### config.mk
export PLATFORM = sky130hd
export DESIGN_NAME = line_pulse_generator
export DESIGN_NICKNAME = d
export VERILOG_FILES = /design/src/rtl/line_pulse_generator_pkg.sv /design/src/rtl/line_phase_timer.sv /design/src/rtl/line_pulse_generator.sv
export SDC_FILE = /design/constraint.sdc
export NUM_CORES = 1
export LEC_CHECK = 0
export CAP_MARGIN = 40
export CORE_MARGIN = 8
export CORE_UTILIZATION = 45
export DETAILED_ROUTE_END_ITERATION = 10
export GPL_TIMING_DRIVEN = 0
export PLACE_DENSITY = 0.8
export REMOVE_ABC_BUFFERS = 1
export SYNTH_ARGS = -nofsm -noshare
export SYNTH_HDL_FRONTEND = slang
export SYNTH_SLANG_ARGS = --single-unit
export TNS_END_PERCENT = 50
### constraint.sdc
create_clock -name CLK -period 6 [get_ports CLK]
set_input_delay 0.6 -clock CLK [delete_from_list [all_inputs] [get_ports CLK]]
set_output_delay 0.6 -clock CLK [all_outputs]
set_load 0.03 [all_outputs]
### src/rtl/line_pulse_generator_pkg.sv
// Shared types and helpers for the line pulse generator: state encoding,
// default widths and the zero-is-one clamp.
package line_pulse_generator_pkg;

  localparam int unsigned COUNT_W_DEF = 16;
  localparam int unsigned WIDTH_W_DEF = 8;

  typedef enum logic [1:0] {
    ST_IDLE = 2'd0,
    ST_HIGH = 2'd1,
    ST_LOW  = 2'd2
  } state_e;

  // A programmed phase length of zero behaves as a single cycle.
  function automatic logic [31:0] max1(input logic [31:0] v);
    return (v == 32'd0) ? 32'd1 : v;
  endfunction

endpackage

### src/rtl/line_phase_timer.sv
// Loadable down-counter timing one high or low phase; expired_c is high
// while the count sits at zero.
module line_phase_timer #(
  parameter int unsigned WIDTH_W = 8
) (
  input  logic               clk,
  input  logic               rst,
  input  logic               load,
  input  logic [WIDTH_W-1:0] load_val,
  output logic               expired_c
);

  logic [WIDTH_W-1:0] count_q;
  logic [WIDTH_W-1:0] count_d;

  always_comb begin
    count_d = count_q;
    if (load) begin
      count_d = load_val;
    end else if (count_q != '0) begin
      count_d = count_q - WIDTH_W'(1);
    end
  end

  always_ff @(posedge clk or posedge rst) begin
    if (rst) begin
      count_q <= '0;
    end else begin
      count_q <= count_d;
    end
  end

  assign expired_c = (count_q == '0);

endmodule

### src/rtl/line_pulse_generator.sv
// Emits a programmed train of fixed-width pulses on a registered line output,
// with Busy, a one-cycle Done strobe and a count of completed pulses.
module line_pulse_generator
  import line_pulse_generator_pkg::*;
#(
  parameter int unsigned COUNT_W = COUNT_W_DEF,
  parameter int unsigned WIDTH_W = WIDTH_W_DEF
) (
  input  logic               CLK,
  input  logic               Reset,
  input  logic               Start,
  input  logic               Abort,
  input  logic [COUNT_W-1:0] PulseCount,
  input  logic [WIDTH_W-1:0] HighCycles,
  input  logic [WIDTH_W-1:0] LowCycles,
  output logic               LineOut,
  output logic               Busy,
  output logic               Done,
  output logic [COUNT_W-1:0] Sent
);

  state_e             state_q, state_d;
  logic [COUNT_W-1:0] n_q, n_d;
  logic [WIDTH_W-1:0] h_q, h_d;
  logic [WIDTH_W-1:0] l_q, l_d;
  logic [COUNT_W-1:0] sent_q, sent_d;
  logic               line_q, line_d;
  logic               busy_q, busy_d;
  logic               done_q, done_d;
  logic               tmr_load;
  logic [WIDTH_W-1:0] tmr_val;
  logic               tmr_expired;

  line_phase_timer #(
    .WIDTH_W(WIDTH_W)
  ) u_timer (
    .clk      (CLK),
    .rst      (Reset),
    .load     (tmr_load),
    .load_val (tmr_val),
    .expired_c(tmr_expired)
  );

  // Next state, latched parameters and registered output values.
  always_comb begin
    state_d  = state_q;
    n_d      = n_q;
    h_d      = h_q;
    l_d      = l_q;
    sent_d   = sent_q;
    done_d   = 1'b0;
    tmr_load = 1'b0;
    tmr_val  = '0;

    case (state_q)
      ST_IDLE: begin
        if (Start && !Abort) begin
          sent_d = '0;
          if (PulseCount != '0) begin
            n_d      = PulseCount;
            h_d      = WIDTH_W'(max1(32'(HighCycles)));
            l_d      = WIDTH_W'(max1(32'(LowCycles)));
            tmr_load = 1'b1;
            tmr_val  = h_d - WIDTH_W'(1);
            state_d  = ST_HIGH;
          end else begin
            done_d = 1'b1;
          end
        end
      end
      ST_HIGH: begin
        if (Abort) begin
          state_d = ST_IDLE;
        end else if (tmr_expired) begin
          sent_d   = sent_q + COUNT_W'(1);
          tmr_load = 1'b1;
          tmr_val  = l_q - WIDTH_W'(1);
          state_d  = ST_LOW;
        end
      end
      ST_LOW: begin
        if (Abort) begin
          state_d = ST_IDLE;
        end else if (tmr_expired) begin
          // Sent was already bumped on entry to LOW, so compare against N directly.
          if (sent_q == n_q) begin
            done_d  = 1'b1;
            state_d = ST_IDLE;
          end else begin
            tmr_load = 1'b1;
            tmr_val  = h_q - WIDTH_W'(1);
            state_d  = ST_HIGH;
          end
        end
      end
      default: state_d = ST_IDLE;
    endcase

    line_d = (state_d == ST_HIGH);
    busy_d = (state_d != ST_IDLE);
  end

  always_ff @(posedge CLK or posedge Reset) begin
    if (Reset) begin
      state_q <= ST_IDLE;
      n_q     <= '0;
      h_q     <= '0;
      l_q     <= '0;
      sent_q  <= '0;
      line_q  <= 1'b0;
      busy_q  <= 1'b0;
      done_q  <= 1'b0;
    end else begin
      state_q <= state_d;
      n_q     <= n_d;
      h_q     <= h_d;
      l_q     <= l_d;
      sent_q  <= sent_d;
      line_q  <= line_d;
      busy_q  <= busy_d;
      done_q  <= done_d;
    end
  end

  assign LineOut = line_q;
  assign Busy    = busy_q;
  assign Done    = done_q;
  assign Sent    = sent_q;

endmodule

### Yosys cells after proc, flatten, opt, wreduce, memory -nomap -nowiden

Index checks and enable logic that the tools add are counted.

* eq/ne operators: 7
* muxes and demuxes: 38
* reduce and logical (&&, ||, !) cells: 13
* add/sub/neg operators: 5

Operator list (count)
* 8-bit 2-to-1 mux: 11
* 16-bit 2-to-1 mux: 3
* 16-bit one-hot mux with 2 select lines: 1
* 8-bit by 1-bit subtractor with 8-bit output, second input constant: 4
* 8-bit zero test: 3
* 8-bit one-hot mux with 3 select lines: 1
* 16-bit by 1-bit adder with 16-bit output, second input constant: 1
* 16-bit == test: 1
* 16-bit nonzero test: 1
* 1-bit 2-to-1 mux: 13
* 2-bit 2-to-1 mux: 6
* 8-bit nonzero test: 1
* 2-bit inequality test, second input constant: 3
* 2-bit one-hot mux with 3 select lines: 1
* 2-bit nonzero test: 3
* 2-bit by 1-bit == test with 1-bit output, second input constant: 2
* 4-bit AND reduction: 1
* 1-bit one-hot mux with 3 select lines: 1
* 3-bit AND reduction: 1
* 2-bit == test, second input constant: 1
* 2-bit zero test: 1
* 1-bit one-hot mux with 2 select lines: 1
* 1-bit logical AND: 1
* 1-bit zero test: 1

* input bits: 36
* output and inout port bits: 19
* logic and storage cells: 72
* bits in registers: 61

### Logic depth before layout (Yosys ltp)

* depth after elaboration: 7
* gate-level depth with buffers: 8
* depth with buffers taken out: 7

### By module

A second synthesis with hierarchy kept.

* cells, all modules: 347
* area total of the unflattened synthesis: 3508.4 sq um

By module, submodules not included
* line_pulse_generator: seq. area each 1326.3 sq um, area each 3011.6 sq um, cells each 291, instances 1
* line_phase_timer: seq. area each 200.2 sq um, area each 496.7 sq um, cells each 56, instances 1

### Least setup slack after synthesis

No wires, ideal clock.

* path type: input to register
* start point: in HighCycles[4]
* end point: reg u_timer.count_q[6]
* data required time: 5.904 ns
* slack: 3.812 ns
* library setup time: 0.096 ns
* stages on the path: 8
* path buffers: 1
* arrival time: 2.092 ns
* cells stage by stage: clkbuf_1 nor4_1 a31oi_1 ha_1 nand3_1 xnor2_1 a211oi_2 a311oi_2

* cells in the longest elaborated chain, start to end: 7

RTL lines
* start, declared: RTL line line_pulse_generator.sv:14 `input logic [WIDTH_W-1:0] HighCycles,`
* 8-bit zero test: RTL line line_pulse_generator_pkg.sv:16 `return (v == 32'd0) ? 32'd1 : v;`
* 8-bit 2-to-1 mux (*): RTL line line_pulse_generator_pkg.sv:16
* 8-bit by 1-bit subtractor with 8-bit output (*): RTL line line_pulse_generator.sv:64 `tmr_val = h_d - WIDTH_W'(1);`
* 8-bit 2-to-1 mux (*): RTL line line_pulse_generator.sv:59 `if (PulseCount != '0) begin`
* 8-bit 2-to-1 mux (*): RTL line line_pulse_generator.sv:57 `if (Start && !Abort) begin`
* 8-bit one-hot mux with 3 select lines (*): RTL line line_pulse_generator.sv:55 `case (state_q)`
* 8-bit 2-to-1 mux (*): RTL line line_phase_timer.sv:18 `if (load) begin`
* end signal, assigned: RTL line line_phase_timer.sv:29 `count_q <= count_d;`
* end, declared: RTL line line_phase_timer.sv:13 `logic [WIDTH_W-1:0] count_q;`

Mark *: on every way between the ends. The rest lies on a longest branch, timed or not.
A chain may end at the register's enable or synchronous reset.

### Worst setup path after layout

* start point: in PulseCount[7]
* end point: reg u_timer.count_q[0]

* cells in the longest elaborated chain, start to end: 5
* elaborated cells between the ends (all ways): 9
* those cells by class: 7 x mux; 2 x reduce/logical

RTL lines
* start, declared: RTL line line_pulse_generator.sv:13 `input logic [COUNT_W-1:0] PulseCount,`
* 16-bit nonzero test (*): RTL line line_pulse_generator.sv:59
* 8-bit 2-to-1 mux / 1-bit 2-to-1 mux (equally long branches): RTL line line_pulse_generator.sv:59
* 8-bit 2-to-1 mux / 1-bit 2-to-1 mux (equally long branches): RTL line line_pulse_generator.sv:57
* 8-bit one-hot mux with 3 select lines / 1-bit one-hot mux with 3 select lines (equally long branches): RTL line line_pulse_generator.sv:55
* 8-bit 2-to-1 mux / 2-bit nonzero test (equally long branches)

Marks and branches as above.

==> results.toml <==
[place]
placed_cells = 527
io_buffers = 54
gp_congestion = 0.868
dp_slack_ps = 2750
dp_hpwl_um = 6680

[detailed_routing]
wl_per_cell_um = 17.0
routed_wl_um = 9220
drt_pre_antenna_iters = 8
routed_via_density = 5.75
drc = 0
antenna_left = 0
drt_iter0_markers = 240
num_vias = 3113

[hold_path]
min_path_type = "flop to flop"
worstHoldPathCells = 2

[cells_and_area]
area_growth_pct = 24.8
drive_above_1_share_pct = 7.97
final_nets = 477
postLayoutCoreUtil_pct = 57.0
antenna_cells = 0
stdcell_count = 541

[synthesis]
netlist_area_mm2 = 0.00348
synth_edf_count = 0
netlist.top_cell.by_area = "dfrtp_1"
netlist_instances = 379
ys_seq_elements = 61
ys_warn_count = 0
ys_types = 56
async_reset_ff_share_pct = 100
ys_top_cells_by_area = "dfrtp_1 (44%), nand2_1 (11%), xor2_1 (7.6%)"
synth_flop_cell = "dfrtp_1"
syn_area_per_cell_um2 = 9.17
synth_top_area_share_pct = 43.9
ys_seq_area_share_pct = 43.9

[global_routing]
overflow = 0
grt_pass1_wl_um = 15400
grt_pass1_vias = 3150
grt_max_degree = 41
grt_use_total_pct = 17.6
antenna_found_initial = 0

[timing]
fin_crit_ps = 2970
slew_viol_final = 0
worst_pin_slew_ps = 846
fin_ws_ps = 3030
max_freq_mhz = 336
fin_setup_tns_ps = 0
slew_headroom_pct = 43.6
setup_violations = 0
hold_viol = 0
rsz0062_at_grt = "no"
min_period_over_period_pct = 49.5
skew_ps = 10.4

[setup_path]
required_ps = 6240
worstSetupStartpointType = "primary input"
worstPathArrival_ps = 3210
worst-setup-path-type = "primary input to flop"
critPathMaxFanout = 18
end_kind = "flop"
rr_worst_depth = 5

[clocking]
numCtsBuffers = 9
cts_hold_buf = 0
cts.htree.levels = 3
cts-resized-gates = 0
cts_buffer_depth = 2
cts_tree = "built"
insertion_delay_ps = 340
clock-root-buffer = "clkbuf_8"
clk_pin_slew_ps = 70
cts_setup_buffers = 0
cts_sinks = 61

[status]
status = "completed"

[power_and_ir_drop]
peakVddDrop_mv = 0.165
power_density_mw_per_mm2 = 298
p_leak_nw = 1.92

[run]
maxCapViolCount = 0

[die]
ios = 55
die_h_um = 104
fp-row-count = 32
fp.dieArea_mm2 = 0.0108
coreArea_mm2 = 0.00761
die_width_um = 104
initial_utilization_pct = 45.7
[path summary, 6_finish.rpt]
check | from | end | slack (ps)
setup / recovery | PulseCount[7] | u_timer.count_q[0] | 3030
hold reg to reg | n_q[14] | n_q[14] | 500
setup reg to reg | state_q[1] | u_timer.count_q[6] | 3510
min in group asynchronous | Reset | n_q[3] | 610
max in group asynchronous | Reset | n_q[14] | 4810
hold / removal | n_q[14] | n_q[14] | 500
[final cells by class]
cell class,count,area (um^2)
fill,673,3270
multi-input combinational,297,1850
sequential,61,1530
timing repair buffer,59,622
clock buffer,12,145
tap,102,128
clock inverter,2,35.0
inverter,8,30.0
[synthesized netlist by cell type, types with 2 or more instances]
master / instances
a21oi_1: 6
a22oi_1: 4
a31oi_1: 3
and2_1: 3
and3_1: 3
and4_1: 4
buf_2: 5
buf_4: 3
clkbuf_1: 5
dfrtp_1: 61
ha_1: 5
inv_1: 8
mux2i_1: 3
nand2_1: 99
nand3_1: 11
nand4_1: 4
nor2_1: 21
nor2b_1: 4
nor3_1: 8
nor3_2: 2
nor3b_1: 3
nor3b_2: 2
nor4_1: 11
o211ai_1: 7
o21ai_0: 10
o221ai_1: 3
o31ai_1: 3
or3_1: 3
or4_1: 4
xnor2_1: 16
xor2_1: 30
[report_power, final]
part           internal [mW]  leakage (nW)  switching (mW)  total [mW]
clock                  0.198        0.0923           0.153       0.352
sequential             0.491         0.781          0.0864       0.577
combinational          0.169          1.05           0.196       0.364
total                  0.858          1.92           0.436        1.29
[logic make-up after synthesis]
logic type / synth area share [%]
XOR/XNOR: 11.6
multiplexers: 0.864
AO/OA/AOI/OAI: 9.86
buffers and inverters: 2.77
adder cells (fa/ha/maj): 1.80
flip-flops: 43.9
AND/OR/NAND/NOR: 29.2
[metrics by stage]
| step | area (um^2) | power (mW) | hold slack [ps] |
|---|---|---|---|
| detailed placement | 4160 | 0.939 | 488 |
| CTS | 4340 | 1.29 | 503 |
| finish | 4340 | 1.29 | 503 |
| global placement | 4080 | 0.906 | 483 |
| global route | 4340 | 1.37 | 525 |
| floorplan | 3410 | 0.814 | 465 |
[worst max-delay path, stage by stage]
cell and delay [ps]:
clkdlybuf4s50_1 430, nor4_1 370, nand4_1 440, nand2_1 720
nand2_1 270, o311ai_1 360
[state kept, by name (all words and copies together), names as in the netlist]
| name | count |
|---|---|
| n_q | 16 |
| Sent | 16 |
| l_q | 8 |
| u_timer.count_q | 8 |
| Busy | 1 |
| LineOut | 1 |
| h_q | 8 |
| state_q | 2 |
| Done | 1 |
[layer usage]
metal | global-route usage [%] | routed length, um | vias to the layer above
li1 | - | - | 1441
met1 | 22.1 | 4000 | 1496
met2 | 27.0 | 4360 | 148
met3 | 3.72 | 542 | 28
met4 | 11.0 | 326 | 0
met5 | 0 | 0 | -
[layout by cell type (no fill, tap or decap), types with 6 or more instances in the layout]
| cell | instances |
|---|---|
| nor4_1 | 11 |
| nor3_1 | 8 |
| xnor2_1 | 16 |
| xor2_1 | 30 |
| nand2_1 | 99 |
| a21oi_1 | 6 |
| o21ai_0 | 10 |
| o211ai_1 | 7 |
| clkbuf_8 | 10 |
| nor2_1 | 21 |
| dfrtp_1 | 61 |
| clkdlybuf4s50_1 | 54 |
| nand3_1 | 11 |
| inv_1 | 7 |
Power figures use the tool's default switching activity.
